[src/rtl/seg7_scan_driver_pkg.sv]
// Shared types and glyph constants for the 4-digit 7-segment scan driver.
// Segment order is {g,f,e,d,c,b,a}; all glyphs and anode codes are active-low.
package seg7_pkg;

    typedef enum logic [1:0] {
        DIG0 = 2'd0,
        DIG1 = 2'd1,
        DIG2 = 2'd2,
        DIG3 = 2'd3
    } dig_state_e;

    localparam logic [6:0] SEG_0     = 7'b1000000;
    localparam logic [6:0] SEG_1     = 7'b1111001;
    localparam logic [6:0] SEG_2     = 7'b0100100;
    localparam logic [6:0] SEG_3     = 7'b0110000;
    localparam logic [6:0] SEG_4     = 7'b0011001;
    localparam logic [6:0] SEG_5     = 7'b0010010;
    localparam logic [6:0] SEG_6     = 7'b0000010;
    localparam logic [6:0] SEG_7     = 7'b1111000;
    localparam logic [6:0] SEG_8     = 7'b0000000;
    localparam logic [6:0] SEG_9     = 7'b0010000;
    localparam logic [6:0] SEG_DASH  = 7'b0111111;
    localparam logic [6:0] SEG_BLANK = 7'b1111111;

    localparam logic [3:0] AN_OFF = 4'b1111;

    // Active-low one-hot anode for a digit slot; an[0] is the minutes-units digit.
    function automatic logic [3:0] an_sel(input dig_state_e s);
        return ~(4'b0001 << s);
    endfunction

endpackage

[src/rtl/seg7_scan_driver_if.sv]
// Display-side signal bundle between the clock/alarm core and the scan driver.
// master = clock core side (drives digits/alarm/mode), slave = scan driver.
interface seg7_scan_driver_if;
    logic [3:0] min_LSB;
    logic [3:0] min_MSB;
    logic [3:0] hr_LSB;
    logic [3:0] hr_MSB;
    logic       alarm;
    logic [1:0] mode;
    logic [6:0] seg;
    logic       dp;
    logic [3:0] an;
    logic       frame_tick;

    modport master (
        output min_LSB, min_MSB, hr_LSB, hr_MSB, alarm, mode,
        input  seg, dp, an, frame_tick
    );

    modport slave (
        input  min_LSB, min_MSB, hr_LSB, hr_MSB, alarm, mode,
        output seg, dp, an, frame_tick
    );
endinterface

[src/rtl/seg7_scan_driver_bcd_to_seg7.sv]
// Combinational BCD to active-low 7-segment decoder; codes above 9 show a dash.
module bcd_to_seg7
    import seg7_pkg::*;
(
    input  logic [3:0] bcd_i,
    output logic [6:0] seg_o
);

    // Glyph lookup; non-decimal codes fall through to the dash.
    always_comb begin
        seg_o = SEG_DASH;
        case (bcd_i)
            4'd0:    seg_o = SEG_0;
            4'd1:    seg_o = SEG_1;
            4'd2:    seg_o = SEG_2;
            4'd3:    seg_o = SEG_3;
            4'd4:    seg_o = SEG_4;
            4'd5:    seg_o = SEG_5;
            4'd6:    seg_o = SEG_6;
            4'd7:    seg_o = SEG_7;
            4'd8:    seg_o = SEG_8;
            4'd9:    seg_o = SEG_9;
            default: seg_o = SEG_DASH;
        endcase
    end

endmodule

[src/rtl/seg7_scan_driver.sv]
// 4-digit common-anode 7-segment scan driver.
// Digits are snapshotted once per frame (DIG3->DIG0) so a frame never mixes two times.
// Each slot starts with GUARD_CYC cycles of all anodes off to stop ghosting, and a
// zero hours-tens digit is suppressed. Optional macro SEG7_BLINK_EN adds a frame
// counter that blanks the whole display on alternate blink half-periods in alarm-set mode.
//
// state | meaning
// DIG0  | minutes units shown (an[0])
// DIG1  | minutes tens shown  (an[1])
// DIG2  | hours units shown   (an[2]), decimal point carries alarm flag
// DIG3  | hours tens shown    (an[3]), blank when zero; reset state
module seg7_scan_driver
    import seg7_pkg::*;
#(
    parameter int REFRESH_DIV  = 25_000,
    parameter int GUARD_CYC    = 16,
    parameter int BLINK_FRAMES = 250
) (
    input  logic                clk,
    input  logic                clr_n,
    seg7_scan_driver_if.slave   disp
);

    localparam int PW = (REFRESH_DIV > 1) ? $clog2(REFRESH_DIV) : 1;

    logic [PW-1:0]   presc_q, presc_d;
    logic            slot_tick;
    logic            snap;
    dig_state_e      state_q, state_d;
    logic [3:0][3:0] shadow_q, shadow_d;
    logic [3:0]      digit_sel;
    logic [6:0]      glyph;
    logic            dark;

    logic [6:0]      seg_q, seg_d;
    logic [3:0]      an_q, an_d;
    logic            dp_q, dp_d;
    logic            ft_q, ft_d;

    // Slot prescaler: free-running 0..REFRESH_DIV-1.
    always_comb begin
        slot_tick = (presc_q == PW'(REFRESH_DIV - 1));
        presc_d   = slot_tick ? '0 : presc_q + 1'b1;
    end

    // Prescaler register.
    always_ff @(posedge clk or negedge clr_n) begin
        if (!clr_n) presc_q <= '0;
        else        presc_q <= presc_d;
    end

    // Digit sequencer next state; the DIG3->DIG0 step is the snapshot instant.
    always_comb begin
        state_d = state_q;
        snap    = 1'b0;
        if (slot_tick) begin
            case (state_q)
                DIG0: state_d = DIG1;
                DIG1: state_d = DIG2;
                DIG2: state_d = DIG3;
                DIG3: begin
                    state_d = DIG0;
                    snap    = 1'b1;
                end
                default: state_d = DIG3;
            endcase
        end
    end

    // Digit sequencer state register.
    always_ff @(posedge clk or negedge clr_n) begin
        if (!clr_n) state_q <= DIG3;
        else        state_q <= state_d;
    end

    // Shadow digits: index 0 = minutes units ... 3 = hours tens.
    always_comb begin
        shadow_d = shadow_q;
        if (snap) shadow_d = {disp.hr_MSB, disp.hr_LSB, disp.min_MSB, disp.min_LSB};
    end

    // Shadow register.
    always_ff @(posedge clk or negedge clr_n) begin
        if (!clr_n) shadow_q <= '0;
        else        shadow_q <= shadow_d;
    end

    // Decode from next-state values so the registered outputs line up with the slot.
    assign digit_sel = shadow_d[state_d];

    bcd_to_seg7 u_dec (
        .bcd_i (digit_sel),
        .seg_o (glyph)
    );

`ifdef SEG7_BLINK_EN
    localparam int BW = (BLINK_FRAMES > 1) ? $clog2(BLINK_FRAMES) : 1;

    logic [BW-1:0] blink_cnt_q, blink_cnt_d;
    logic          blink_q, blink_d;

    // Blink phase flips every BLINK_FRAMES snapshots, independent of mode.
    always_comb begin
        blink_cnt_d = blink_cnt_q;
        blink_d     = blink_q;
        if (snap) begin
            if (blink_cnt_q == BW'(BLINK_FRAMES - 1)) begin
                blink_cnt_d = '0;
                blink_d     = ~blink_q;
            end else begin
                blink_cnt_d = blink_cnt_q + 1'b1;
            end
        end
    end

    // Blink counter and phase registers.
    always_ff @(posedge clk or negedge clr_n) begin
        if (!clr_n) begin
            blink_cnt_q <= '0;
            blink_q     <= 1'b0;
        end else begin
            blink_cnt_q <= blink_cnt_d;
            blink_q     <= blink_d;
        end
    end

    // mode is live, so leaving alarm-set restores the display on the next cycle.
    assign dark = (disp.mode == 2'b01) && blink_d;
`else
    logic unused_mode;
    assign unused_mode = ^disp.mode;
    assign dark        = 1'b0;
`endif

    // Next output values: guard, leading-zero and blink all force anodes off.
    always_comb begin
        seg_d = glyph;
        dp_d  = ~((state_d == DIG2) && disp.alarm);
        ft_d  = snap;
        an_d  = an_sel(state_d);
        if ((presc_d < PW'(GUARD_CYC)) || dark ||
            ((state_d == DIG3) && (shadow_d[3] == 4'd0))) begin
            an_d = AN_OFF;
        end
    end

    // Output registers; reset blanks the display asynchronously.
    always_ff @(posedge clk or negedge clr_n) begin
        if (!clr_n) begin
            seg_q <= SEG_BLANK;
            an_q  <= AN_OFF;
            dp_q  <= 1'b1;
            ft_q  <= 1'b0;
        end else begin
            seg_q <= seg_d;
            an_q  <= an_d;
            dp_q  <= dp_d;
            ft_q  <= ft_d;
        end
    end

    assign disp.seg        = seg_q;
    assign disp.an         = an_q;
    assign disp.dp         = dp_q;
    assign disp.frame_tick = ft_q;

endmodule
[src/flat_wrapper.sv]
// flat-port wrapper written by rule: the top's interface ports become plain ports
module seg7_scan_driver_flat import seg7_pkg::*;
#(
    parameter int REFRESH_DIV  = 25_000,
    parameter int GUARD_CYC    = 16,
    parameter int BLINK_FRAMES = 250
)
  (clk, clr_n, disp_min_LSB, disp_min_MSB, disp_hr_LSB, disp_hr_MSB, disp_alarm, disp_mode, disp_seg, disp_dp, disp_an, disp_frame_tick);
  seg7_scan_driver_if disp_i ();
  input  logic clk;
  input  logic clr_n;
  input wire logic [$bits(disp_i.min_LSB)-1:0] disp_min_LSB;
  input wire logic [$bits(disp_i.min_MSB)-1:0] disp_min_MSB;
  input wire logic [$bits(disp_i.hr_LSB)-1:0] disp_hr_LSB;
  input wire logic [$bits(disp_i.hr_MSB)-1:0] disp_hr_MSB;
  input wire logic [$bits(disp_i.alarm)-1:0] disp_alarm;
  input wire logic [$bits(disp_i.mode)-1:0] disp_mode;
  output wire logic [$bits(disp_i.seg)-1:0] disp_seg;
  output wire logic [$bits(disp_i.dp)-1:0] disp_dp;
  output wire logic [$bits(disp_i.an)-1:0] disp_an;
  output wire logic [$bits(disp_i.frame_tick)-1:0] disp_frame_tick;
  assign disp_i.min_LSB = disp_min_LSB;
  assign disp_i.min_MSB = disp_min_MSB;
  assign disp_i.hr_LSB = disp_hr_LSB;
  assign disp_i.hr_MSB = disp_hr_MSB;
  assign disp_i.alarm = disp_alarm;
  assign disp_i.mode = disp_mode;
  assign disp_seg = disp_i.seg;
  assign disp_dp = disp_i.dp;
  assign disp_an = disp_i.an;
  assign disp_frame_tick = disp_i.frame_tick;
  seg7_scan_driver #(.REFRESH_DIV(REFRESH_DIV), .GUARD_CYC(GUARD_CYC), .BLINK_FRAMES(BLINK_FRAMES)) u_core (.clk(clk), .clr_n(clr_n), .disp(disp_i));
endmodule
[config.mk]
export PLATFORM = sky130hd
export DESIGN_NAME = seg7_scan_driver_flat
export DESIGN_NICKNAME = d
export VERILOG_FILES = /design/src/rtl/seg7_scan_driver_pkg.sv /design/src/rtl/seg7_scan_driver_if.sv /design/src/rtl/seg7_scan_driver_bcd_to_seg7.sv /design/src/rtl/seg7_scan_driver.sv /design/src/flat_wrapper.sv
export SDC_FILE = /design/constraint.sdc
export NUM_CORES = 1
export LEC_CHECK = 0
export BUFFER_PORTS_ARGS = -buffer_cell sky130_fd_sc_hd__buf_2
export CAP_MARGIN = 40
export CORE_ASPECT_RATIO = 0.7
export CORE_MARGIN = 4
export CORE_UTILIZATION = 45
export CTS_CLUSTER_DIAMETER = 40
export CTS_CLUSTER_SIZE = 10
export DETAILED_ROUTE_END_ITERATION = 10
export HOLD_SLACK_MARGIN = 0.08
export SYNTH_ARGS = -nofsm -noshare
export SYNTH_HDL_FRONTEND = slang
export SYNTH_SLANG_ARGS = --single-unit
export TNS_END_PERCENT = 20
[constraint.sdc]
create_clock -name clk -period 5.1 [get_ports clk]
set_input_delay 1.02 -clock clk [delete_from_list [all_inputs] [get_ports clk]]
set_output_delay 1.02 -clock clk [all_outputs]
set_load 0.03 [all_outputs]
== Yosys cells after proc, flatten, opt, wreduce, memory -nomap -nowiden ==
Memories as Yosys holds them, arrays and structs flattened. A register that Yosys moved wholly into a read port is not among the register bits.
Index checks and enable logic that the tools add are counted.

* Bits in read-only memories: 112
* Input port bits: 21
* Register bits: 39
* Bits in writable memories: 0
* Bits in latches: 0
* Word-level logic and storage cells: 37
* Memories: 1
* Output and inout port bits: 13

{| class="wikitable"
|+ Memories
! memory !! words !! width !! rd ports !! clocked after memory_dff !! write ports !! line !! source
|-
| (no name shown) || 16 || 7 || 1 || 1 || 0 || seg7_scan_driver_bcd_to_seg7.sv:12 || <nowiki>case (bcd_i)</nowiki>
|}

* Bitwise gates (word level): 2
* Multiplexer cells: 9
* Shift-type cells: 1
* Div/mod/pow operators: 0
* Order comparisons: 2
* Reduce and logical (&&, ||, !) cells: 6
* Add/sub/neg operators: 1
* Multiply operators: 0
* Equality and inequality tests: 6

{| class="wikitable"
|+ Operators by type and width
! cell !! number
|-
| $mux W16 || 1
|-
| $add A15 B1 Y15 const B || 1
|-
| $eq A15 B15 Y1 const B || 1
|-
| $lt A15 B5 Y1 const B || 1
|-
| $mux W15 || 1
|-
| $bmux W4 S2 || 1
|-
| $eq A2 B2 Y1 const B || 4
|-
| $mux W4 || 2
|-
| $pmux W2 S4 || 1
|-
| $logic_not A4 Y1 || 1
|-
| $not A4 Y4 || 1
|-
| $shl A1 B2 Y4 const A || 1
|-
| $lt A2 B3 Y1 const B || 1
|-
| $eq A2 B1 Y1 const B || 1
|-
| $logic_and A1 B1 Y1 || 2
|-
| $logic_not A2 Y1 || 1
|-
| $mux W1 || 2
|-
| $mux W2 || 1
|-
| $logic_not A1 Y1 || 1
|-
| $logic_or A1 B1 Y1 || 1
|-
| $not A1 Y1 || 1
|}

== Depth between registers and ports, before layout ==
Gate-level depths: netlist of the first run.

* Word-level depth: 8
* Mapped depth: 13
* Mapped depth without buffers: 12

== Modules after synthesis ==
A second synthesis of the first run with hierarchy kept.

* Cells, all modules: 206
* Area, all modules: 2,387.3 um^2

{| class="wikitable"
|+ By module, submodules not included
! module !! times used !! area each (um^2) !! cells an instance !! sequential area each (um^2)
|-
| seg7_scan_driver || 1 || 2,147.1 || 175 || 1,168.6
|-
| bcd_to_seg7 || 1 || 240.2 || 31 || 0.0
|}

== Least setup slack after synthesis of the first run ==
OpenSTA, ideal clock, no wires.

* Path kind: reg2reg
* Start point: register u_core.state_q[0]
* End point: register u_core.seg_q[0], in the netlist u_core.disp.seg[0]
* Arrival: 2.553 ns
* Path buffers: 0
* Stages on the path, launching flop included: 12
* Setup time: 0.080 ns
* Required time: 5.020 ns
* Period minus slack after synthesis: 2.632 ns
* Setup slack: 2.468 ns
* Cell sequence: dfstp_2 ha_1 and3_1 nand4_4 mux2_2 mux2_1 mux2i_1 inv_1 ha_1 inv_1 o21ai_0 o22a_1

{| class="wikitable"
|+ RTL lines
! element !! line !! source
|-
| start, declared || seg7_scan_driver.sv:29 || <nowiki>dig_state_e state_q, state_d;</nowiki>
|-
| start signal, assigned || seg7_scan_driver.sv:73 || <nowiki>else state_q <= state_d;</nowiki>
|-
| end, declared || seg7_scan_driver.sv:35 || <nowiki>logic [6:0] seg_q, seg_d;</nowiki>
|}

==> summary.md, run 1 <==
| Metric | Value |
|---|---|
| Time the worst path needs with I/O delays and setup | 3154 ps |
| WL per Instance | 15.67 um |
| Maximum number of buffers from clock root to sink | 2 |
| Inserted Diodes | 0 |
| Most frequent standard cell in the layout excluding fill and tap cells | sky130_fd_sc_hd__nand2_1 |
| Clock Tree Root | sky130_fd_sc_hd__clkbuf_8 |
| Proportion of synthesized chip area in sequential cells | 0.4393 |
| Area of the multi-input gates | 1358 um2 |
| Post-synth top area share | 0.3010 |
| Launching point of the worst reg2reg path | u_core.state_q[0] |
| Total clock buffers created by CTS | 5 |
| Post-synthesis cell type count | 64 |
| Top area cells in the synthesized netlist | sky130_fd_sc_hd__dfrtp_1, sky130_fd_sc_hd__dfstp_2, sky130_fd_sc_hd__nand2_1 |
| Total GRT Usage | 0.1632 |
| Boundary Pins | 34 |
| Synthesized-area fraction occupied by xor and xnor cells | 0.04280 |
| Hold Path Cell Cnt | 2 |
| Most area-hungry cell type in the Yosys netlist | sky130_fd_sc_hd__dfrtp_1 |
| Area growth syn-to-layout | 11.81% |
| Highest fanout seen on the critical path | 17 |
| # setup viols final | 0 |
| Gates resized, CTS repair | 0 |
| Hold violation count in the final report | 0 |
| Slew HR | 0.5294 |
| Dominant register cell in the synthesized netlist | sky130_fd_sc_hd__dfrtp_1 |
| Netlist area before placement | 2660 um2 |
| Multiplexer share of the synthesized area | 0.1025 |
| Post-CTS Setup Inserts | 0 |
| Crit path kind | reg2reg |
| Synth async-reset ratio | 1.000 |
| Actual transition at the worst max-transition pin | 703.3 ps |
| Number of hold buffers added after CTS | 0 |
| Number of max-slew violations in the final report | 0 |
| Wire length of the first global-routing pass | 9.301 mm |
| Worst voltage drop across the vdd grid | 0.0001865 V |
| Area share of and/or/nand/nor cells after synthesis | 0.2112 |
| YS warnings | 0 |
| Floorplan core area | 5727 um2 |
| Adder-cell share of the synthesized area | 0.04233 |
| Post-synth EDFFs | 0 |
| Worst Hold Endpoint | u_core.shadow_q[2] |
| Number of buffers inserted by port buffering | 31 |
| Critical path startpoint | u_core.state_q[0] |
| Share of the core filled with cells | 0.5193 |
| Worst hold start | u_core.shadow_q[2] |
| H-tree Lvls | 2 |
| Area occupied by registers | 1169 um2 |
| Number of placement rows | 23 |
| RSZ-0062 raised after global routing | no |
| Clock tree from TritonCTS | built |
| Net count of the mapped netlist | 273 |
| Number of violations of the max-capacitance limit | 0 |
| Later-pin clock latency in the skew report | 300 ps |
| Type of element capturing the critical path | flip-flop |
| Count of clock tree sinks | 46 |
| Destination of the worst register-to-register timing path | u_core.disp.seg[0] |
| Gr ovfl total | 0 |
| Placed instance area | 2860 um2 |
| Clock slew at reported path FFs | 90 ps |
| Share of post-route cells with drive strength above 1 | 0.3139 |
| Number of inserted filler cells in the final layout | 515 |
| Maximum number of pins on one net before global-route repair | 28 |
| Skew final | 9.953 ps |
| Min-Delay Path Class | reg2reg |
| Synthesized instance count | 243 |
| Design Power | 674.8 uW |
| CP Launch Type | flip-flop |
| DRC violations left | 0 |
| Worst hold slack | 485.1 ps |
| Post-synthesis sequential element count | 46 |
| Flop-to-flop setup slack | 1950 ps |
| Via count | 1886 |
| Vias in the first global route | 1826 |
| Final antenna-violating net count | 0 |
| Antenna violations before repair | 0 |
| Final std cell area, no fill | 2974 um2 |
| Count of TritonRoute iterations in the first routing pass | 4 |
| Total Nets Final | 303 |
| First DRT Iteration DRCs | 89 |
| Avg Synthesized Cell Area | 10.95 um2 |
| Main combinational cell family by area after synthesis | simple AND/OR/NAND/NOR gates |
| Setup TNS after final layout | 0 ps |
| Highest attainable clock frequency | 0.3171 GHz |
| Share of the cycle needed by the critical path after routing | 0.6184 |
| Required time of the worst setup path | 5340 ps |
| Final routed wirelength across all metal layers | 5.468 mm |
| Die ar. | 7225 um2 |
| Total leakage power | 0.001282 uW |
| Weighted congestion reported at the end of routability-driven placement | 0.8107 |
| Commonest cells after routing, fill and taps aside | sky130_fd_sc_hd__nand2_1, sky130_fd_sc_hd__dfrtp_1, sky130_fd_sc_hd__buf_2, sky130_fd_sc_hd__dfstp_2, sky130_fd_sc_hd__inv_1 |
| Arrival time at the worst endpoint | 3390 ps |
| Share of the synthesized area in compound gates (AO/OA/AOI/OAI) | 0.1115 |
| HPWL reported at the end of detailed placement | 4.136 mm |
| Worst-case reg-to-reg path depth | 11 |
| PD cells | 226.9 nW/um2 |
| Initial core utilization | 0.4645 |
| Die Height | 72.33 um |
| Vias per Instance | 5.404 |
| Width of the chip | 99.90 um |
| Status | finished, final reports clean |
## how the worst max path moves through the flow
stage / to / slack (ps) / cells past startpoint
after floorplan: u_core.disp.seg[0] / 2470 / 11
after global placement: u_core.disp.seg[0] / 1990 / 11
after detailed placement: u_core.disp.seg[0] / 1970 / 11
after CTS: u_core.disp.seg[0] / 1930 / 11
after global routing: u_core.disp.seg[0] / 1710 / 11
final: u_core.disp.seg[0] / 1950 / 11
## registers in the layout (all words and copies together), names as in the netlist
signal and cells:
u_core.shadow_q 16, u_core.presc_q 15, u_core.disp.seg 7, u_core.disp.an 4, u_core.state_q 2, u_core.disp.dp 1, u_core.disp.frame_tick 1
## per-stage QoR
step                      instances  setup slack [ps]
final                           349              1946
after global routing            349              1713
after CTS                       349              1928
after detailed placement        341              1975
after global placement          340              1987
after floorplan                 243              2468
## synth_stat cells (all sizes together), types with 2 or more instances
cell	count
a211o	3
a211oi	4
a21oi	5
a22oi	2
a31oi	2
a41oi	2
and2	5
and3	5
and4	2
and4bb	4
buf	6
clkbuf	3
dfrtp	32
dfstp	14
ha	9
inv	16
mux2	9
mux2i	13
nand2	36
nand3	8
nand4	6
nor2	9
nor2b	2
nor3	2
nor4	3
nor4b	2
o21ai	3
o221ai	3
o22a	2
or2	4
or3	3
xnor2	6
xor2	7
## cell type report
cell class                 instances  share of cell area
multi-input combinational        172              0.4565
sequential                        46              0.3929
clock inverter                     3             0.01515
clock buffer                       5             0.02314
tap                               75             0.03155
inverter                          16             0.02188
timing repair buffer              32             0.05890
## cell families (layout without fill, tap and decap cells)
group	after synthesis	after routing
simple gates	93	93
flops	46	46
compound gates	35	35
buf+inv	25	56
mux	22	22
xor+xnor	13	13
fa+ha+maj	9	9
## metal layers
layer  global-route usage  up-vias  share of wire  wire length, um
li1                     -      920              -                -
met1               0.2574      920           0.54             2940
met2               0.2247       44           0.40             2193
met3              0.04227        2          0.057              310
met4              0.02727        0         0.0044               24
met5                    0        -              0                0
## worst max-delay path, stage by stage (launching register included)
cell                      delay (ps)
sky130_fd_sc_hd__dfstp_2         570
sky130_fd_sc_hd__ha_1            270
sky130_fd_sc_hd__and3_1          230
sky130_fd_sc_hd__nand4_4         320
sky130_fd_sc_hd__mux2_2          390
sky130_fd_sc_hd__mux2_1          300
sky130_fd_sc_hd__mux2i_1         340
sky130_fd_sc_hd__inv_1           130
sky130_fd_sc_hd__ha_1            200
sky130_fd_sc_hd__inv_1            40
sky130_fd_sc_hd__o21ai_0         110
sky130_fd_sc_hd__o22a_1          190
## power breakdown
part | leakage (uW) | switching, uW | internal [uW] | total, uW
Sequential | 0.000519 | 0.824 | 368 | 369
Clock | 0.0000504 | 128 | 146 | 274
Combinational | 0.000713 | 18.2 | 13.4 | 31.5
(Power assumes the default switching activity.)
==> run 2, diff against run 1 <==
--- a/config.mk
+++ b/config.mk
@@ -14,6 +14,7 @@
 export CTS_CLUSTER_SIZE = 10
 export DETAILED_ROUTE_END_ITERATION = 10
 export HOLD_SLACK_MARGIN = 0.08
+export PLACE_DENSITY = 0.67
 export SYNTH_ARGS = -nofsm -noshare
 export SYNTH_HDL_FRONTEND = slang
 export SYNTH_SLANG_ARGS = --single-unit
==> constraint.sdc (replaced) <==
create_clock -name clk -period 2.7 [get_ports clk]
set_input_delay 0.54 -clock clk [delete_from_list [all_inputs] [get_ports clk]]
set_output_delay 0.54 -clock clk [all_outputs]
set_load 0.03 [all_outputs]
==> run 2 against run 1 <==
Effect of this change: count of clock-buffer cells in the layout unchanged; global-route usage increased by 1.0 points; register-to-register slack got worse by 1900 ps; fmax increased by 17%; clock skew increased by 4.3 ps; cell count increased by 10%; non-clock buffer count increased by 36; routed wire length increased by 13%; combinational power increased by 140%; via count increased by 9.3%; total power increased by 82%; core utilization increased by 6.2 points; critical endpoint is now u_core.disp.seg[2]; highest routed layer unchanged.
==> summary.md, run 2 (synthesis results as in run 1) <==
| Metric | Value |
|---|---|
| Launching point of the worst reg2reg path | u_core.state_q[1] |
| Placed instance area | 3043 um2 (+6.4%) |
| Maximum number of buffers from clock root to sink | 2 (unchanged) |
| Max FFs per register | 16 (unchanged) |
| Switching power summed over all nets | 308.0 uW (+110%) |
| Share of the cycle needed by the critical path after routing | 0.9973 (+0.3788) |
| Destination of the worst register-to-register timing path | u_core.disp.seg[2] |
| Number of hold buffers added after CTS | 0 (unchanged) |
| Clock power frac | 0.370 (-0.036) |
| Share of post-route cells with drive strength above 1 | 0.4484 (+0.1345) |
| Time the worst path needs with I/O delays and setup | 2693 ps (-461.3 ps) |
| Slowest cell on the critical path | sky130_fd_sc_hd__dfstp_2 |
| Highest attainable clock frequency | 0.3714 GHz (+17%) |
| Gr ovfl total | 0 (unchanged) |
| Area growth syn-to-layout | 25.16% |
| Clock slew at reported path FFs | 100 ps (about the same) |
| Most frequent standard cell in the layout excluding fill and tap cells | sky130_fd_sc_hd__nand2_1 |
| Hold violation count in the final report | 0 (unchanged) |
| RSZ-0062 raised after global routing | yes |
| Cell family with most CP delay | multiplexers |
| CP Launch Type | flip-flop |
| Arrival time at the worst endpoint | 2920 ps (-470 ps) |
| Later-pin clock latency in the skew report | 310 ps (about the same) |
| Width of the chip | 99.90 um (unchanged) |
| Count of TritonRoute iterations in the first routing pass | 4 (unchanged) |
| Final routed wirelength across all metal layers | 6.199 mm (+13%) |
| Total leakage power | 0.001467 uW (+14%) |
| Die ar. | 7225 um2 (unchanged) |
| Required time of the worst setup path | 2930 ps (-2410 ps) |
| Initial core utilization | 0.4645 (unchanged) |
| Min-Delay Path Class | in2async |
| Worst path cell trace | ha_4 > and3_4 > nand4_4 > mux2_4 > mux2_4 > mux2i_4 > buf_6 > inv_2 > ha_1 > a21oi_1 > a31oi_1 |
| Commonest cells after routing, fill and taps aside | sky130_fd_sc_hd__nand2_1, sky130_fd_sc_hd__buf_4, sky130_fd_sc_hd__dfrtp_1, sky130_fd_sc_hd__buf_2, sky130_fd_sc_hd__dfstp_2 |
| Weighted congestion reported at the end of routability-driven placement | 0.8947 (+10%) |
| Wire length of the first global-routing pass | 9.818 mm (+5.6%) |
| Floorplan core area | 5727 um2 (unchanged) |
| Share of the core filled with cells | 0.5814 (+0.06205) |
| Maximum number of pins on one net before global-route repair | 30 (+7.1%) |
| Inserted Diodes | 0 (unchanged) |
| Vias in the first global route | 1999 (+9.5%) |
| Clock Tree Root | sky130_fd_sc_hd__clkbuf_8 |
| Antenna violations before repair | 0 (unchanged) |
| HPWL reported at the end of detailed placement | 4.458 mm (+7.8%) |
| Switching part of the total | 0.2513 (+0.03291) |
| Crit path kind | reg2reg |
| Reg with most FFs | u_core.shadow_q |
| Flop-to-flop setup slack | 7 ps (-1940 ps) |
| Number of max-slew violations in the final report | 0 (unchanged) |
| First DRT Iteration DRCs | 122 (+37%) |
| Worst hold slack | 152.4 ps (-332.8 ps) |
| Most repeated library cell on the critical path | sky130_fd_sc_hd__mux2_4 |
| # setup viols final | 0 (unchanged) |
| Crit path setup slack, layout | 7.406 ps (-1939 ps) |
| Type of element capturing the critical path | flip-flop |
| Number of buffers inserted by port buffering | 31 (unchanged) |
| Worst-case reg-to-reg path depth | 11 (unchanged) |
| Sequential share of power | 0.569 (+0.022) |
| Worst path buffer plus inverter count | 2 (unchanged) |
| WL per Instance | 16.10 um (+2.8%) |
| Number of placement rows | 23 (unchanged) |
| Clock tree from TritonCTS | built |
| Slowest stage delay, CP | 600 ps (+30 ps) |
| Pre-CTS WS | -34.12 ps (-2009 ps) |
| Fin cells | 385 (+10%) |
| DRC violations left | 0 (unchanged) |
| Final antenna-violating net count | 0 (unchanged) |
| Status | finished, final reports clean |
| Total clock buffers created by CTS | 5 (unchanged) |
| Actual transition at the worst max-transition pin | 517.3 ps (-186.0 ps) |
| Via count | 2061 (+9.3%) |
| Number of violations of the max-capacitance limit | 0 (unchanged) |
| Skew final | 14.27 ps (+4.316 ps) |
| Total Nets Final | 339 (+12%) |
| Total GRT Usage | 0.1736 (+0.01034) |
| Highest fanout seen on the critical path | 7 (-10) |
| Dpl cells | 367 (+7.6%) |
| Worst voltage drop across the vdd grid | 0.0002256 V (+21%) |
| Die Height | 72.33 um (unchanged) |
| PD cells | 368.1 nW/um2 (+62%) |
| Slew HR | 0.6519 (+0.1225) |
| Vias per Instance | 5.353 (-0.94%) |
| Number of inserted filler cells in the final layout | 488 (-5.2%) |
| Final std cell area, no fill | 3329 um2 (+12%) |
| Boundary Pins | 34 (unchanged) |
| Count of clock tree sinks | 46 (unchanged) |
| H-tree Lvls | 2 (unchanged) |
| Combinational cell fraction of total power | 0.061 (+0.014) |
| P_int | 917.5 uW (+74%) |
## run 2: changes by cell type in the layout (fill, tap and decap cells not counted), moves of 2 or more
cell,previous run,this run
sky130_fd_sc_hd__mux2_4,1,3
sky130_fd_sc_hd__ha_4,0,3
sky130_fd_sc_hd__mux2_1,2,0
sky130_fd_sc_hd__mux2i_1,10,6
sky130_fd_sc_hd__o221ai_1,3,1
sky130_fd_sc_hd__buf_4,0,35
sky130_fd_sc_hd__o221ai_2,0,2
sky130_fd_sc_hd__ha_1,9,5
sky130_fd_sc_hd__mux2i_2,0,3
## run 2: worst max-delay path by stage
stage,to,cells past startpoint,start
2_1_floorplan,u_core.disp.seg[0],11,u_core.state_q[0]
5_1_grt,u_core.disp.seg[2],10,u_core.presc_q[10]
3_3_place_gp,u_core.disp.seg[1],9,u_core.state_q[1]
6_report,u_core.disp.seg[2],11,u_core.state_q[1]
4_1_cts,u_core.disp.seg[5],10,u_core.state_q[1]
3_5_place_dp,u_core.disp.seg[0],11,u_core.state_q[1]
## run 2: worst reg2reg max path: cells and delay by family, from the launching register on
kind            cells  cell delay, ps
compound gates      2             230
mux                 3             860
fa+ha+maj           2             350
buf+inv             2             170
flops               1             600
simple gates        2             380
## run 2: through the flow
| stage | power, uW | setup TNS, ps |
|---|---|---|
| floorplan | 732.9 | 0 |
| finish | 1226 | 0 |
| global route | 1271 | -164.3 |
| global placement | 771.7 | 0 |
| detailed placement | 773.6 | -75.59 |
| CTS | 1231 | 0 |
## run 2: final cells by class
cell class,count,area [um2],share of cell area
clock inverter,3,25.02,0.007516
sequential,46,1169,0.3510
multi-input combinational,172,1464,0.4397
inverter,16,65.06,0.01954
timing repair buffer,68,444.2,0.1334
clock buffer,5,68.82,0.02067
tap,75,93.84,0.02818
## run 2: power by group through the flow
| stage | logic (uW) | clock network, uW | registers, uW |
|---|---|---|---|
| floorplan | 23.6 | 0 | 709 |
| global placement | 62.3 | 0 | 709 |
| detailed placement | 63.5 | 0 | 710 |
| CTS | 65.6 | 468 | 697 |
| global route | 83.0 | 489 | 698 |
| finish | 74.5 | 453 | 698 |
## run 2: routing by layer
layer  routed length (um)  GRT usage  up-vias
met5                    0          0        -
met4                   79    0.05303        0
li1                     -          -      993
met1                 3185     0.2672     1008
met3                  318    0.04227        7
met2                 2616     0.2373       53
## run 2: timing repair
item                       in CTS  in global routing
pin swaps                       1                  3
setup endpoints to repair       5                  7
resized for setup               4                 22
setup buffers                   2                  8
